`src/rtl/wb_retire_buffer.sv`:
```
// In-order writeback retire buffer: aligns load data on entry, drains to a shared regfile port, forwards the youngest match.
// Optional retired-write counter enabled by defining WB_RETIRE_CNT_EN.
module wb_retire_buffer #(
    parameter int XLEN   = 32,
    parameter int DEPTH  = 4,
    parameter int REG_AW = 5
) (
    input  logic                       clk,
    input  logic                       rst,
    input  logic                       flush,
    input  logic                       in_valid,
    output logic                       in_ready,
    input  logic                       in_wb_en,
    input  logic [REG_AW-1:0]          in_rd,
    input  logic [XLEN-1:0]            in_data,
    input  logic                       in_is_load,
    input  logic [2:0]                 in_funct3,
    input  logic [1:0]                 in_addr_lo,
    input  logic                       rf_ready,
    output logic                       rf_we,
    output logic [REG_AW-1:0]          rf_rd,
    output logic [XLEN-1:0]            rf_wdata,
    input  logic [REG_AW-1:0]          fwd_rs1,
    input  logic [REG_AW-1:0]          fwd_rs2,
    output logic                       fwd_hit1,
    output logic                       fwd_hit2,
    output logic [XLEN-1:0]            fwd_data1,
    output logic [XLEN-1:0]            fwd_data2,
    output logic [$clog2(DEPTH):0]     occupancy,
    output logic [31:0]                retired_cnt
);

    localparam int PW = $clog2(DEPTH);
    localparam int OW = PW + 1;

    logic [REG_AW-1:0] ent_rd   [DEPTH];
    logic [XLEN-1:0]   ent_data [DEPTH];
    logic [PW-1:0]     head;
    logic [PW-1:0]     tail;
    logic              accept;
    logic              store;
    logic [XLEN-1:0]   shifted;
    logic [XLEN-1:0]   aligned;

    always_comb begin
        shifted = in_data >> {in_addr_lo, 3'b000};
        aligned = in_data;
        if (in_is_load) begin
            case (in_funct3)
                3'b000:  aligned = {{(XLEN-8){shifted[7]}}, shifted[7:0]};
                3'b001:  aligned = {{(XLEN-16){shifted[15]}}, shifted[15:0]};
                3'b100:  aligned = {{(XLEN-8){1'b0}}, shifted[7:0]};
                3'b101:  aligned = {{(XLEN-16){1'b0}}, shifted[15:0]};
                default: aligned = in_data;
            endcase
        end
    end

    // Gating with rst keeps a reset cycle from retiring the head entry.
    assign rf_we    = rst && (occupancy != '0) && rf_ready && !flush;
    assign rf_rd    = ent_rd[head];
    assign rf_wdata = ent_data[head];
    assign in_ready = (occupancy < OW'(DEPTH)) || rf_we;
    assign accept   = in_valid && in_ready && !flush;
    assign store    = accept && in_wb_en && (in_rd != '0);

    always_ff @(posedge clk) begin
        if (!rst || flush) begin
            head      <= '0;
            tail      <= '0;
            occupancy <= '0;
        end else begin
            if (rf_we) head <= head + PW'(1);
            if (store) tail <= tail + PW'(1);
            case ({store, rf_we})
                2'b10:   occupancy <= occupancy + OW'(1);
                2'b01:   occupancy <= occupancy - OW'(1);
                default: occupancy <= occupancy;
            endcase
        end
    end

    always_ff @(posedge clk) begin
        if (rst && !flush && store) begin
            ent_rd[tail]   <= in_rd;
            ent_data[tail] <= aligned;
        end
    end

    // Walk oldest to youngest so the youngest match overwrites earlier ones.
    always_comb begin
        logic [PW-1:0] idx;
        idx       = head;
        fwd_hit1  = 1'b0;
        fwd_hit2  = 1'b0;
        fwd_data1 = '0;
        fwd_data2 = '0;
        for (int i = 0; i < DEPTH; i++) begin
            idx = head + PW'(i);
            if (OW'(i) < occupancy) begin
                if (fwd_rs1 != '0 && ent_rd[idx] == fwd_rs1) begin
                    fwd_hit1  = 1'b1;
                    fwd_data1 = ent_data[idx];
                end
                if (fwd_rs2 != '0 && ent_rd[idx] == fwd_rs2) begin
                    fwd_hit2  = 1'b1;
                    fwd_data2 = ent_data[idx];
                end
            end
        end
    end

`ifdef WB_RETIRE_CNT_EN
    logic [31:0] retired_q;

    always_ff @(posedge clk) begin
        if (!rst) begin
            retired_q <= '0;
        end else if (rf_we) begin
            retired_q <= retired_q + 32'd1;
        end
    end

    assign retired_cnt = retired_q;
`else
    assign retired_cnt = '0;
`endif

endmodule

```
`config.mk`:
```
export PLATFORM = sky130hd
export DESIGN_NAME = wb_retire_buffer
export DESIGN_NICKNAME = d
export VERILOG_FILES = /design/src/rtl/wb_retire_buffer.sv
export SDC_FILE = /design/constraint.sdc
export NUM_CORES = 1
export LEC_CHECK = 0
export CAP_MARGIN = 25
export CELL_PAD_IN_SITES_DETAIL_PLACEMENT = 1
export CELL_PAD_IN_SITES_GLOBAL_PLACEMENT = 1
export CORE_AREA = 3 3 205 207
export CTS_CLUSTER_SIZE = 10
export DETAILED_ROUTE_END_ITERATION = 8
export DIE_AREA = 0 0 208 210
export GPL_ROUTABILITY_DRIVEN = 1
export GPL_TIMING_DRIVEN = 0
export PLACE_DENSITY = 0.69
export SYNTH_ARGS = -nofsm -noshare
export SYNTH_HDL_FRONTEND = slang
export SYNTH_SLANG_ARGS = --single-unit
```
`constraint.sdc`:
```
create_clock -name clk -period 7.3 [get_ports clk]
set_input_delay 1.46 -clock clk [delete_from_list [all_inputs] [get_ports clk]]
set_output_delay 1.46 -clock clk [all_outputs]
set_load 0.05 [all_outputs]
```
# After elaboration in Yosys (flattened, before gate mapping)
# Memory sizes are Yosys's and may differ from the RTL's. A register that Yosys moved wholly into a read port is not among the register bits.
# Cells that the tools add are included.
[word_totals] ramBits=148 mem_count=2 elab_cells=98 register_bits=7
[classes] n_addsub=6 n_reduce_logical=27 n_eq_ne=13 mux=41 shift=1 order_cmp=5
[mem_list] name="ent_data" words=4 width=32 rd=4 rd_clocked_by_memory_dff=1 wr=1 line="37" text="logic [XLEN-1:0] ent_data [DEPTH];"
[mem_list] name="ent_rd" words=4 width=5 rd=4 rd_clocked_by_memory_dff=1 wr=1 line="36" text="logic [REG_AW-1:0] ent_rd [DEPTH];"
[op_table] cell="$mux 32" n=17
[op_table] cell="$pmux 32 s4" n=1
[op_table] cell="$eq 5x5->1" n=8
[op_table] cell="$shr 32x5->16" n=1
[op_table] cell="$mux 1" n=18
[op_table] cell="$logic_and 1x1->1" n=17
[op_table] cell="$reduce_bool 5->1" n=3
[op_table] cell="$mux 2" n=4
[op_table] cell="$eq 3x3->1 const B" n=2
[op_table] cell="$lt 1x3->1 const A" n=2
[op_table] cell="$lt 2x3->1 const A" n=2
[op_table] cell="$pmux 3 s2" n=1
[op_table] cell="$add 2x1->2 const B" n=2
[op_table] cell="$add 2x2->2 const B" n=2
[op_table] cell="$add 3x1->3 const B" n=1
[op_table] cell="$eq 3x1->1 const B" n=1
[op_table] cell="$logic_not 3->1" n=1
[op_table] cell="$lt 3x3->1 const B" n=1
[op_table] cell="$reduce_bool 3->1" n=1
[op_table] cell="$sub 3x1->3 const B" n=1
[op_table] cell="$eq 2x1->1 const B" n=1
[op_table] cell="$eq 2x2->1 const B" n=1
[op_table] cell="$logic_not 1->1" n=2
[op_table] cell="$logic_or 1x1->1" n=2
[op_table] cell="$reduce_bool 2->1" n=1

# Logic depth before layout (Yosys ltp)
# Gate-level depths: netlist of the first run.
[logic_depth] ltp_word=12 mapped_depth=11 depth_no_buf=8

# Worst setup path after synthesis of the first run
# OpenSTA, ideal clock, no wires.
[synth_path] path_kind="in2out" from="input fwd_rs1[1]" to="output fwd_data1[30]" n_path_buf=4 path_stages=10 required_time_ps=5840 path_slack_ps=1643 arrival_ps=4197 cell_sequence="clkbuf_1 > nor4_1 > or3_1 > a211o_1 > clkbuf_1 > or2_1 > clkbuf_1 > clkbuf_1 > a31oi_1 > a211oi_1"
[synth_between] elab_chain_cells=10
[synth_lines] element="from (decl)" line="23" text="input logic [REG_AW-1:0] fwd_rs1,"
[synth_lines] element="$eq 5x5->1 or $reduce_bool 5->1 (tied branches)" line="101" text="if (fwd_rs1 != '0 && ent_rd[idx] == fwd_rs1) begin"
[synth_lines] element="$logic_and 1x1->1" line="101"
[synth_lines] element="$mux 32" line="101"
[synth_lines] element="$mux 32" line="100" text="if (OW'(i) < occupancy) begin"
[synth_lines] element="$mux 32" line="101"
[synth_lines] element="$mux 32" line="100"
[synth_lines] element="$mux 32" line="101"
[synth_lines] element="$mux 32" line="100"
[synth_lines] element="$mux 32" line="101"
[synth_lines] element="$mux 32 *" line="100"
[synth_lines] element="to (decl)" line="27" text="output logic [XLEN-1:0] fwd_data1,"
# Mark *: on every way between the ends. The rest lies on a longest branch, timed or not.

# Worst setup path in the final report of the first run
[layout_path] from="input fwd_rs1[2]" to="output fwd_data1[30]"
# Same word-level chain as after synthesis.

==> run_results.csv, run 1 <==
group,metric,value,unit
critical_path,path_cells,"clkbuf_1 > nor4_1 > or3_1 > a211o_1 > clkbuf_1 > or2_1 > clkbuf_1 > clkbuf_1 > a31oi_1 > a211oi_1 > clkdlybuf4s50_1",
cts,clk_pin_slew,70,ps
sta,slew_headroom,28.2,%
global_routing,overflow,0,
synth,synth_flop_cell,"edfxtp_1",
cts,cts_tree,"done",
sta,fin_skew,14.9,ps
status,outcome,"completed",
global_routing,grt_start_max_net_pins,25,
cells_and_area,antenna_cells,0,
synth,synth_area_leaders,"edfxtp_1 (37%), mux4_2 (16%), mux2i_1 (3.7%), mux2_2 (3.3%), a211oi_2 (3.0%)",
synth,synth.avg_cell_area,10.6,um2
routing,viasPerCell,5.69,
synth,synthCells,1130,
flow_run,drv_cap,0,
cells_and_area,post-route-util,37.2,%
sta,slew_violations,0,
critical_path,reg2reg_slack,4600,ps
sta,whs,578,ps
routing,drt-initial-drc-count,987,
pwr,powerDensity,141,nW/um2
critical_path,path_common_cell,"clkbuf_1",
critical_path,required,5840,ps
critical_path,slowest_delay,920,ps
sta,setup_ws,418,ps
synth,synthMostInstantiatedCell,"edfxtp_1",
routing,dr_total_vias,10800,
cts,clock_latency,450,ps
placement,routabilityCongestion,0.884,
cts,hold_buffers,0,
synth,synth_top_cell_by_area,"edfxtp_1",
cts,cts.path.max_buffers,2,
placement,io_buffer_count,156,
sta,finalSetupViolCount,0,
routing,wl_per_cell,25.4,um
synth,yosysUniqueCellTypes,52,
critical_path,cpMaxStageDelayCell,"clkdlybuf4s50_1",
floorplan,fp.dieW,208,um
sta,period_needed,6880,ps
global_routing,antenna_found_initial,0,
floorplan,coreArea,40600,um2
critical_path,crit_family,"buffers and inverters",
sta,fin_tns_setup,0,ps
floorplan,dieArea,43700,um2
pwr,vdd_drop_max,115,uV
sta,worst_slew_pin_slew,1070,ps
cts,postCtsSetupRepairBufs,0,
global_routing,grt_pass1_vias,11000,
synth,ys_seq_area_share,38.4,%
critical_path,worstRegToRegCells,8,
cts,numCtsBuffers,17,
cells_and_area,fillers,4532,
sta,post-route-period-util,94.3,%
cts,cts_sinks,157,
synth,yosysWarnings,0,
critical_path,crit_type,"input pin to output pin",
cts,h-tree-depth,4,
critical_path,arrival,5420,ps
critical_path,path_max_fanout,10,
synth,async_reset_ff_share,0,%
cells_and_area,drive_above_1_share,18.3,%
synth,synth_edf_count,148,
global_routing,track_usage,21.2,%
routing,ant_nets,0,
hold_path,hold-path-cell-count,2,
pwr,p_leak,4.96,nW
cells_and_area,nets,1413,
floorplan,die_h,210,um
cts,cts-root-buf,"clkbuf_16",
routing,drt_pass1_iterations,5,
critical_path,path_buf_inv,5,
critical_path,cp-end-kind,"output pin",
routing,drt_wl_total,48100,um
floorplan,io-pin-count,199,
sta,hold_viol_final,0,
floorplan,initial_core_util,29.7,%
routing,route.detailed.drc,0,
critical_path,cp.depth,11,
synth,synthesis.area,12000,um2
floorplan,row_count,74,
synth,ys_ff_latch,157,
placement,hpwl,36700,um
synth,synth_common_cells,"edfxtp_1 (148), nor2_1 (92), nand2_1 (89), mux4_2 (83), clkbuf_1 (77)",
sta,rsz0062_at_grt,"false",
cts,cts.repair.resized,0,
placement,post-place-ws,642,ps
synth,synth.top_cell.area_share,36.9,%
critical_path,critPathLaunchType,"input pin",
hold_path,hold_class,"flip-flop to flip-flop",
global_routing,grt_pass1_wl,70600,um
cells_and_area,areaGrowthSynthToFinish,25.5,%
pwr,total_power,2.13,mW
sta,max_freq,145,MHz
==> power by group <==
part	switching (mW)	internal, mW	total (mW)
registers	0.00247	0.994	0.996
logic	0.159	0.0861	0.245
clock network	0.407	0.484	0.891
total	0.568	1.56	2.13
==> path summary, 6_finish.rpt <==
path                                           start                    to
worst max register to register  head[0]$_SDFFE_PP0P_             flip-flop
worst min register to register  tail[1]$_SDFFE_PP0P_  tail[1]$_SDFFE_PP0P_
worst max-delay path                      fwd_rs1[2]         fwd_data1[30]
worst min-delay path            tail[1]$_SDFFE_PP0P_  tail[1]$_SDFFE_PP0P_
==> area by class of cell <==
cell class | instances | area [um2] | share of cell area, %
Multi-Input combinational cell | 817 | 6640 | 44.0
Sequential cell | 157 | 4620 | 30.6
Timing Repair Buffer | 166 | 1700 | 11.3
Buffer | 142 | 716 | 4.74
Tap cell | 532 | 666 | 4.41
Clock buffer | 19 | 433 | 2.87
Inverter | 45 | 169 | 1.12
Clock inverter | 13 | 141 | 0.937
==> sequential cells by signal, indices dropped and copies added (netlist names), named ones only <==
register and cells:
occupancy 3, ent_rd 20, ent_data 128, tail 2
head 2
==> worst reg2reg max path, delay by kind of cell (launching register included) <==
family	cells	cell delay [ps]
buffers and inverters	5	1830
xor gates and xnor gates	1	200
DFF	1	330
and+or+nand+nor	2	220
==> layer usage <==
layer	up-vias	GRT usage (%)	part of all wire (%)
met5	-	0	0
met4	0	7.74	3.2
met3	90	3.10	7.3
met2	517	36.5	50
met1	5450	27.4	40
li1	4704	-	-
==> kinds of logic (layout without fill, tap and decap cells) <==
logic type,Yosys count,in the layout,share of synthesized area [%]
simple gates,287,287,10.7
xor+xnor,41,41,2.99
other cells,1,32,0.0312
buf+inv,187,385,7.35
flops,157,157,38.4
mux,163,163,22.6
compound gates,286,286,17.1
fa+ha+maj,8,8,0.832
==> through the flow <==
step	area [um2]	std cells
6_report	15100	1891
3_5_place_dp	14500	1855
4_1_cts	15100	1887
5_1_grt	15100	1891
3_3_place_gp	14400	1849
2_1_floorplan	12100	1161
==> layout by cell type (no fill, tap or decap), drive strengths merged, types with 26 or more instances in the layout <==
| cell | count |
|---|---|
| a21oi | 45 |
| nand2 | 89 |
| buf | 73 |
| mux2i | 45 |
| xnor2 | 31 |
| mux4 | 83 |
| conb | 32 |
| a31oi | 38 |
| a211oi | 37 |
| inv | 55 |
| mux2 | 35 |
| edfxtp | 148 |
| o21ai | 71 |
| nor3 | 62 |
| clkbuf | 98 |
| a22o | 26 |
| nor2 | 92 |
| clkdlybuf4s50 | 156 |
Power figures use the tool's default switching activity.
==> inputs of run 2 (changes only) <==
PLACE_DENSITY = default   (was 0.69)
PLACE_DENSITY_LB_ADDON = 0.12   (was default)
==> run 2 against run 1 <==
Non-clock buffer count up 2. Final area up 0.44%. Wire length up 6.7%. Sequential share of layout area down 0.13 points. Critical path type unchanged. Count of clock-buffer cells in the layout down 1. Die area unchanged. Clock skew down 8.5 ps.
==> run_results.csv, run 2 (synthesis results as in run 1) <==
group,metric,value,unit
critical_path,path_max_fanout,10,
sta,fin_tns_setup,0,ps
floorplan,dieArea,43700,um2
cells_and_area,final_cell_mix,"clkdlybuf4s50_1 (156), edfxtp_1 (148), nor2_1 (92)",
cells_and_area,largest_reg_flops,128,
hold_path,hold_class,"flip-flop to flip-flop",
global_routing,overflow,0,
critical_path,reg2reg_slack,4530,ps
cts,clock_latency,450,ps
cells_and_area,final_common_cell,"clkdlybuf4s50_1",
global_routing,grt_pass1_wl,74800,um
routing,ant_nets,0,
routing,drt_pass1_iterations,5,
sta,rsz0062_at_grt,"false",
critical_path,crit_start,"fwd_rs2[0]",
floorplan,die_h,210,um
routing,wl_per_cell,27.1,um
cells_and_area,nets,1415,
critical_path,critPathLaunchType,"input pin",
sta,fin_skew,6.41,ps
cts,cts.repair.resized,0,
critical_path,required,5840,ps
critical_path,timing.rr.start,"head[0]$_SDFFE_PP0P_",
sta,finalSetupViolCount,0,
cts,h-tree-depth,4,
cts,clk_pin_slew,70,ps
cells_and_area,largest_registers,"ent_data x128, ent_rd x20, occupancy x3",
flow_run,drv_cap,0,
pwr,powerDensity,143,nW/um2
sta,post-route-period-util,91.7,%
placement,dpl_cell_area,14500,um2
sta,worst_slew_pin_slew,1090,ps
placement,hpwl,38300,um
cts,hold_buffers,0,
routing,dr_total_vias,10600,
cells_and_area,design_area,15200,um2
critical_path,crit_type,"input pin to output pin",
cts,cts_sinks,157,
sta,slew_violations,0,
pwr,p_leak,4.98,nW
floorplan,fp.dieW,208,um
cells_and_area,antenna_cells,0,
global_routing,antenna_found_initial,1,
cts,cts_tree,"done",
floorplan,row_count,74,
critical_path,endpoint,"fwd_data2[9]",
placement,io_buffer_count,156,
critical_path,cp-end-kind,"output pin",
cts,cts-root-buf,"clkbuf_16",
sta,max_freq,149,MHz
pwr,total_power,2.17,mW
floorplan,coreArea,40600,um2
floorplan,io-pin-count,199,
sta,slew_headroom,26.9,%
floorplan,initial_core_util,29.7,%
pwr,vdd_drop_max,161,uV
critical_path,arrival,5230,ps
cts,postCtsSetupRepairBufs,0,
critical_path,worstRegToRegCells,8,
sta,hold_viol_final,0,
sta,period_needed,6690,ps
cts,numCtsBuffers,17,
placement,routabilityCongestion,0.836,
cells_and_area,areaGrowthSynthToFinish,26.0,%
global_routing,track_usage,23.0,%
routing,drt_wl_total,51300,um
routing,viasPerCell,5.60,
cts,cts.path.max_buffers,2,
cells_and_area,top_register,"ent_data",
status,outcome,"completed",
critical_path,rr_endpoint,"head[1]$_SDFFE_PP0P_",
global_routing,grt_start_max_net_pins,23,
global_routing,grt_pass1_vias,11000,
routing,drt-initial-drc-count,882,
routing,route.detailed.drc,0,
cells_and_area,drive_above_1_share,18.7,%
[run 2: area by class of cell]
class	count	area [um2]
Buffer	142	716
Clock buffer	18	439
Clock inverter	14	160
Fill cell	4547	25400
Inverter	45	169
Multi-Input combinational cell	817	6650
Sequential cell	157	4620
Tap cell	532	666
Timing Repair Buffer	168	1740
[run 2: worst max-delay path, stage by stage]
cell	delay, ps
clkdlybuf4s50_1	570
inv_1	150
xnor2_1	170
a2111oi_0	620
o211ai_1	450
buf_2	360
o221a_2	280
o21ai_1	300
clkdlybuf4s50_1	880
[run 2: worst min path at each step]
stage	to	cells past startpoint	from	slack (ps)
after floorplan	tail[1]$_SDFFE_PP0P_	2	tail[1]$_SDFFE_PP0P_	520
after global placement	tail[1]$_SDFFE_PP0P_	2	tail[1]$_SDFFE_PP0P_	550
after detailed placement	tail[1]$_SDFFE_PP0P_	2	tail[1]$_SDFFE_PP0P_	570
after CTS	tail[1]$_SDFFE_PP0P_	2	tail[1]$_SDFFE_PP0P_	580
after global routing	tail[1]$_SDFFE_PP0P_	2	tail[1]$_SDFFE_PP0P_	610
final	tail[1]$_SDFFE_PP0P_	2	tail[1]$_SDFFE_PP0P_	570
[run 2: where the power goes]
| group | switching (mW) | internal, mW | total [mW] |
|---|---|---|---|
| Combinational | 0.163 | 0.0868 | 0.250 |
| Sequential | 0.00256 | 0.994 | 0.996 |
| Clock | 0.409 | 0.519 | 0.928 |
| Total | 0.575 | 1.60 | 2.17 |
[run 2: stage by stage]
step	hold slack [ps]	cells	setup WS, ps	utilization, %
final	567	1893	606	37.4
after global routing	612	1893	268	37.4
after CTS	576	1891	581	37.3
after detailed placement	567	1859	591	35.9
after global placement	552	1849	636	35.4
after floorplan	518	1161	1640	-
[run 2: metal layers]
metal  global-route usage [%]  share of wire, %  routed length, um  up-vias
li1                         -                 -                  -     4703
met1                     31.5                45              22900     5471
met2                     38.9                48              24900      374
met3                     3.60               5.4               2750       49
met4                     5.23               1.6                833        2
met5                        0             0.014                  7        -
==> RTL edit 1: new RTL, settings of run 1 <==
The option `WB_RETIRE_CNT_EN` is turned on by a define.
--- a/src/rtl/wb_retire_buffer.sv
+++ b/src/rtl/wb_retire_buffer.sv
@@ -1,5 +1,7 @@
 // In-order writeback retire buffer: aligns load data on entry, drains to a shared regfile port, forwards the youngest match.
 // Optional retired-write counter enabled by defining WB_RETIRE_CNT_EN.
+`define WB_RETIRE_CNT_EN
+
 module wb_retire_buffer #(
     parameter int XLEN   = 32,
     parameter int DEPTH  = 4,
Formal check against the unedited RTL: not equivalent (Yosys sat finds a counterexample within 4 cycles, from zero or initial values and one cycle with rst low).
==> RTL edit 1 against run 1 <==
Largest power group unchanged. Cell area is 10% higher. Synthesized area increased by 12%. Critical endpoint is now fwd_data1[22]. Via count grew 11%. Total power grew 4.9%. Wire length up 8.2%. Setup slack improved by 0.49 ns. Cell count increased by 5.7%. Sequential cell count grew 32.
==> RTL edit 1: results (changes against run 1) <==
<table>
<tr><th>Metric</th><th>Value</th></tr>
<tr><th colspan="2">Route</th></tr>
<tr><td>Initial DRC count</td><td>1344 (+36%)</td></tr>
<tr><td>Per-cell via count in the routed design</td><td>5.99 (+5.3%)</td></tr>
<tr><td>Routed met1 length</td><td>22600 microns (+18%)</td></tr>
<tr><td>Routed len/inst</td><td>26.0 microns (+2.4%)</td></tr>
<tr><td>Met3 wire len</td><td>3310 microns (-5.7%)</td></tr>
<tr><td>Routed length on met2</td><td>24800 microns (+3.9%)</td></tr>
<tr><th colspan="2">Power</th></tr>
<tr><td>Largest vdd supply drop</td><td>0.000145 V (+26%)</td></tr>
<tr><td>Leak</td><td>5.49 nW (+11%)</td></tr>
<tr><th colspan="2">Logic synthesis</th></tr>
<tr><td>Distinct cells, synth</td><td>58 (+12%)</td></tr>
<tr><td>Proportion of synthesized chip area in sequential cells</td><td>0.390 (+0.00533)</td></tr>
<tr><td>Syn. warnings</td><td>0 (unchanged)</td></tr>
<tr><th colspan="2">GRT</th></tr>
<tr><td>Largest net degree at the start of global routing</td><td>24 (-4.0%)</td></tr>
<tr><td>Global-route total usage across every layer</td><td>0.233 (+0.0208)</td></tr>
<tr><td>Wire length of the first global-routing pass</td><td>78000 microns (+11%)</td></tr>
<tr><td>Via count of the first global-routing pass</td><td>12.2k (+11%)</td></tr>
<tr><td>Number of antenna violations at the first check in global routing</td><td>1 (+1)</td></tr>
<tr><th colspan="2">Outcome</th></tr>
<tr><td>Run status</td><td>complete, no violations</td></tr>
<tr><th colspan="2">Worst setup path</th></tr>
<tr><td>Reg-to-reg slack, setup</td><td>4.13 ns (-0.47 ns)</td></tr>
<tr><td>Arrival time of the worst setup path</td><td>4.93 ns (-0.49 ns)</td></tr>
<tr><th colspan="2">Clocking</th></tr>
<tr><td>Maximum buffer depth of the clock tree</td><td>2 (unchanged)</td></tr>
<tr><td>Worst-skew pair later-pin latency</td><td>approximately 0.46 ns</td></tr>
<tr><th colspan="2">Place</th></tr>
<tr><td>Count of buffers from port buffering</td><td>184 (+18%)</td></tr>
<tr><td>Total half-perimeter wirelength after legalization and detailed placement</td><td>38800 microns (+5.6%)</td></tr>
<tr><td>DP Worst Slack</td><td>1.00 ns (+0.360 ns)</td></tr>
<tr><th colspan="2">Timing</th></tr>
<tr><td>Clk_skew</td><td>0.00864 ns (-0.00631 ns)</td></tr>
<tr><td>Max Clk Rate</td><td>157 MHz (+7.7%)</td></tr>
<tr><td>Worst-Margin Slew</td><td>1.16 ns (+0.0922 ns)</td></tr>
<tr><th colspan="2">Layout</th></tr>
<tr><td>Layout cell share with drive strength beyond 1</td><td>0.147 (-0.0360)</td></tr>
<tr><td>Fill cell count</td><td>4465 (-1.5%)</td></tr>
</table>
==> RTL edit 1: critical path: stages, from the launching register on <==
cell and delay (ns):
dfxtp_1 0.31, clkbuf_1 0.56, mux4_2 0.49, xnor2_1 0.18
nand4_1 0.31, clkbuf_1 0.42, clkbuf_1 0.39, nor3b_1 0.27
mux2i_1 0.10, a211oi_1 0.54, clkdlybuf4s50_1 0.92
==> RTL edit 1: per-stage QoR <==
| stage | total power [mW] | hold slack [ns] | std cells | cell area, sq um |
|---|---|---|---|---|
| after floorplan | 1.29 | 0.518 | 1245 | 13500 |
| after global placement | 1.37 | 0.475 | 1961 | 16000 |
| after detailed placement | 1.38 | 0.497 | 1966 | 16100 |
| after CTS | 2.25 | 0.507 | 1998 | 16600 |
| after global routing | 2.31 | 0.536 | 1999 | 16700 |
| final | 2.24 | 0.507 | 1999 | 16700 |
==> RTL edit 1: logic make-up after synthesis <==
logic type	count (synthesis)	synth area share
AND/OR/NAND/NOR	389	0.149
XOR/XNOR	71	0.0460
flip-flops	189	0.390
AO/OA/AOI/OAI	269	0.140
adder cells (fa/ha/maj)	10	0.00926
multiplexers	189	0.222
buffers and inverters	128	0.0441
==> RTL edit 1: report_power, final <==
| group | leakage [nW] | switching (mW) | internal [mW] |
|---|---|---|---|
| Sequential | 1.67 | 0.00270 | 1.17 |
| Combinational | 3.56 | 0.118 | 0.0688 |
| Clock | 0.259 | 0.435 | 0.442 |
==> RTL edit 1: final timing paths <==
path                   start         endpoint
max                     flop    fwd_data1[22]
min reg2reg  retired_cnt[19]  retired_cnt[19]
max reg2reg     occupancy[0]  retired_cnt[31]
min          retired_cnt[19]  retired_cnt[19]
==> RTL edit 1: metal layers <==
layer	up-vias	GRT usage
li1	5217	-
met1	6137	0.318
met2	535	0.383
met3	94	0.0362
met4	0	0.0788
met5	-	0
==> RTL edit 1: layout make-up <==
cell class	instances	area, sq um	area share
multi-input combinational	928	7650	0.459
clock inverter	14	111	0.00669
inverter	11	41.3	0.00248
tap	532	666	0.0400
timing repair buffer	190	1940	0.116
sequential	189	5270	0.316
buffer	117	554	0.0333
clock buffer	18	429	0.0258
==> RTL edit 2: new RTL, flow settings as in run 1 <==
Made on the original files. The parameter `XLEN` goes from 32 to 24.
--- a/src/rtl/wb_retire_buffer.sv
+++ b/src/rtl/wb_retire_buffer.sv
@@ -1,7 +1,7 @@
 // In-order writeback retire buffer: aligns load data on entry, drains to a shared regfile port, forwards the youngest match.
 // Optional retired-write counter enabled by defining WB_RETIRE_CNT_EN.
 module wb_retire_buffer #(
-    parameter int XLEN   = 32,
+    parameter int XLEN   = 24,
     parameter int DEPTH  = 4,
     parameter int REG_AW = 5
 ) (
Interface: changed (resized fwd_data1, fwd_data2, in_data and rf_wdata); port bits go from 199 to 167. The function was not compared with the original's and may differ.
==> RTL edit 2 against run 1 <==
Setup slack better by 0.47 ns. Wire length fell by 20%. Utilization fell by 6.5 points. Clock power shrank 8.1%. Cell count fell by 14%. Synthesized area down 18%. Total power shrank 15%. Die area unchanged. First-iteration DRC count fell by 36%. Cell area fell by 18%. Sequential power fell by 20%. Via count shrank 21%. Sequential cell count shrank 32. Global-route usage shrank 4.1 points.
==> RTL edit 2: results (changes against run 1) <==
<table>
<tr><th>Metric</th><th>Value</th></tr>
<tr><th colspan="2">Outcome</th></tr>
<tr><td>Run status</td><td>complete, no violations</td></tr>
<tr><th colspan="2">Layout</th></tr>
<tr><td>Layout Nets</td><td>1142 (-19%)</td></tr>
<tr><td>Largest registers</td><td>ent_data: 96 flops, ent_rd: 20 flops, occupancy: 3 flops</td></tr>
<tr><th colspan="2">Route</th></tr>
<tr><td>Initial DRC count</td><td>632 (-36%)</td></tr>
<tr><td>Routed length on met2</td><td>18700 microns (-22%)</td></tr>
<tr><th colspan="2">Place</th></tr>
<tr><td>Total half-perimeter wirelength after legalization and detailed placement</td><td>28700 microns (-22%)</td></tr>
<tr><td>Final weighted congestion in routability-driven placement</td><td>0.874 (-1.2%)</td></tr>
<tr><th colspan="2">Clocking</th></tr>
<tr><td>Clock transition at the registers of the reported paths</td><td>0.05 ns (-0.02 ns)</td></tr>
<tr><th colspan="2">Logic synthesis</th></tr>
<tr><td>Leading post-synthesis cells by instance count</td><td>edfxtp_1 (116), mux2i_1 (98), nand2_1 (82)</td></tr>
<tr><td>Share of the synthesized area in the top cell type</td><td>0.354 (-0.0157)</td></tr>
<tr><td>Distinct cells, synth</td><td>55 (+5.8%)</td></tr>
<tr><td>Proportion of synthesized chip area in sequential cells</td><td>0.372 (-0.0124)</td></tr>
<tr><td>Mean instance size in the synthesized netlist</td><td>10.8 sq um (+1.8%)</td></tr>
<tr><th colspan="2">GRT</th></tr>
<tr><td>Global-route total usage across every layer</td><td>0.171 (-0.0414)</td></tr>
<tr><td>Met3 demand-to-capacity share in global routing</td><td>0.0192 (-0.0118)</td></tr>
<tr><td>Met1 Usage GRT</td><td>0.223 (-0.0516)</td></tr>
<tr><td>Wire length of the first global-routing pass</td><td>56900 microns (-19%)</td></tr>
<tr><th colspan="2">Timing</th></tr>
<tr><td>Worst-Margin Slew</td><td>1.02 ns (-0.0471 ns)</td></tr>
<tr><th colspan="2">Worst setup path</th></tr>
<tr><td>Setup crit end</td><td>fwd_data2[15]</td></tr>
<tr><td>Reg-to-reg slack, setup</td><td>4.68 ns (+0.08 ns)</td></tr>
<tr><td>Arrival time of the worst setup path</td><td>4.95 ns (-0.47 ns)</td></tr>
<tr><th colspan="2">Power</th></tr>
<tr><td>Net switching component of the power</td><td>0.451 mW (-21%)</td></tr>
<tr><td>Largest vdd supply drop</td><td>0.000149 V (+30%)</td></tr>
<tr><td>Comb power</td><td>0.201 mW (-18%)</td></tr>
<tr><td>Leak</td><td>3.94 nW (-21%)</td></tr>
<tr><td>Final Power</td><td>1.81 mW (-15%)</td></tr>
</table>
[RTL edit 2: cell count changes in the layout (fill, tap and decap cells not counted), moves of 12 or more]
| cell | change |
|---|---|
| nor3_1 | -59 |
| mux2i_1 | +53 |
| nor2_1 | -53 |
| inv_1 | -38 |
| clkbuf_1 | -36 |
| mux4_2 | -36 |
| clkdlybuf4s50_1 | -32 |
| edfxtp_1 | -32 |
| and3_1 | +25 |
| o21a_1 | -25 |
| nor3b_1 | +23 |
| o221ai_1 | -23 |
| a221o_1 | +22 |
| mux2_2 | -12 |
[RTL edit 2: final cells by class]
type                    count  share of cell area
clock buffers              19              0.0348
flip-flops and latches    125               0.294
multi-input cells         691               0.451
clock inverters            13              0.0113
repair buffers            124              0.0997
well taps                 532              0.0535
plain buffers             117              0.0535
inverters                   7             0.00211
[RTL edit 2: metrics by stage]
stage / hold WS [ns] / instance area [sq um] / setup slack [ns] / util
3_5_place_dp: 0.571 / 11900 / 0.944 / 0.293
5_1_grt: 0.611 / 12400 / 0.783 / 0.307
3_3_place_gp: 0.538 / 11900 / 0.898 / 0.293
6_report: 0.572 / 12400 / 0.889 / 0.307
2_1_floorplan: 0.518 / 9960 / 1.86 / -
4_1_cts: 0.578 / 12400 / 0.931 / 0.307
[RTL edit 2: cell families after synthesis]
group / share of synthesized area
muxes: 0.233
other: 0.000381
and+or+nand+nor: 0.117
xor gates and xnor gates: 0.0356
adders and majority gates: 0.0102
DFF: 0.372
buffers and inverters: 0.0703
AOI/OAI and AO/OA: 0.161
[RTL edit 2: worst max-delay path: stages]
cell	delay, ns
clkdlybuf4s50_1	0.61
inv_1	0.13
a211oi_1	0.28
o22ai_1	0.22
a211oi_2	0.55
buf_2	0.39
a221o_1	0.21
a22o_1	0.22
clkdlybuf4s50_1	0.84
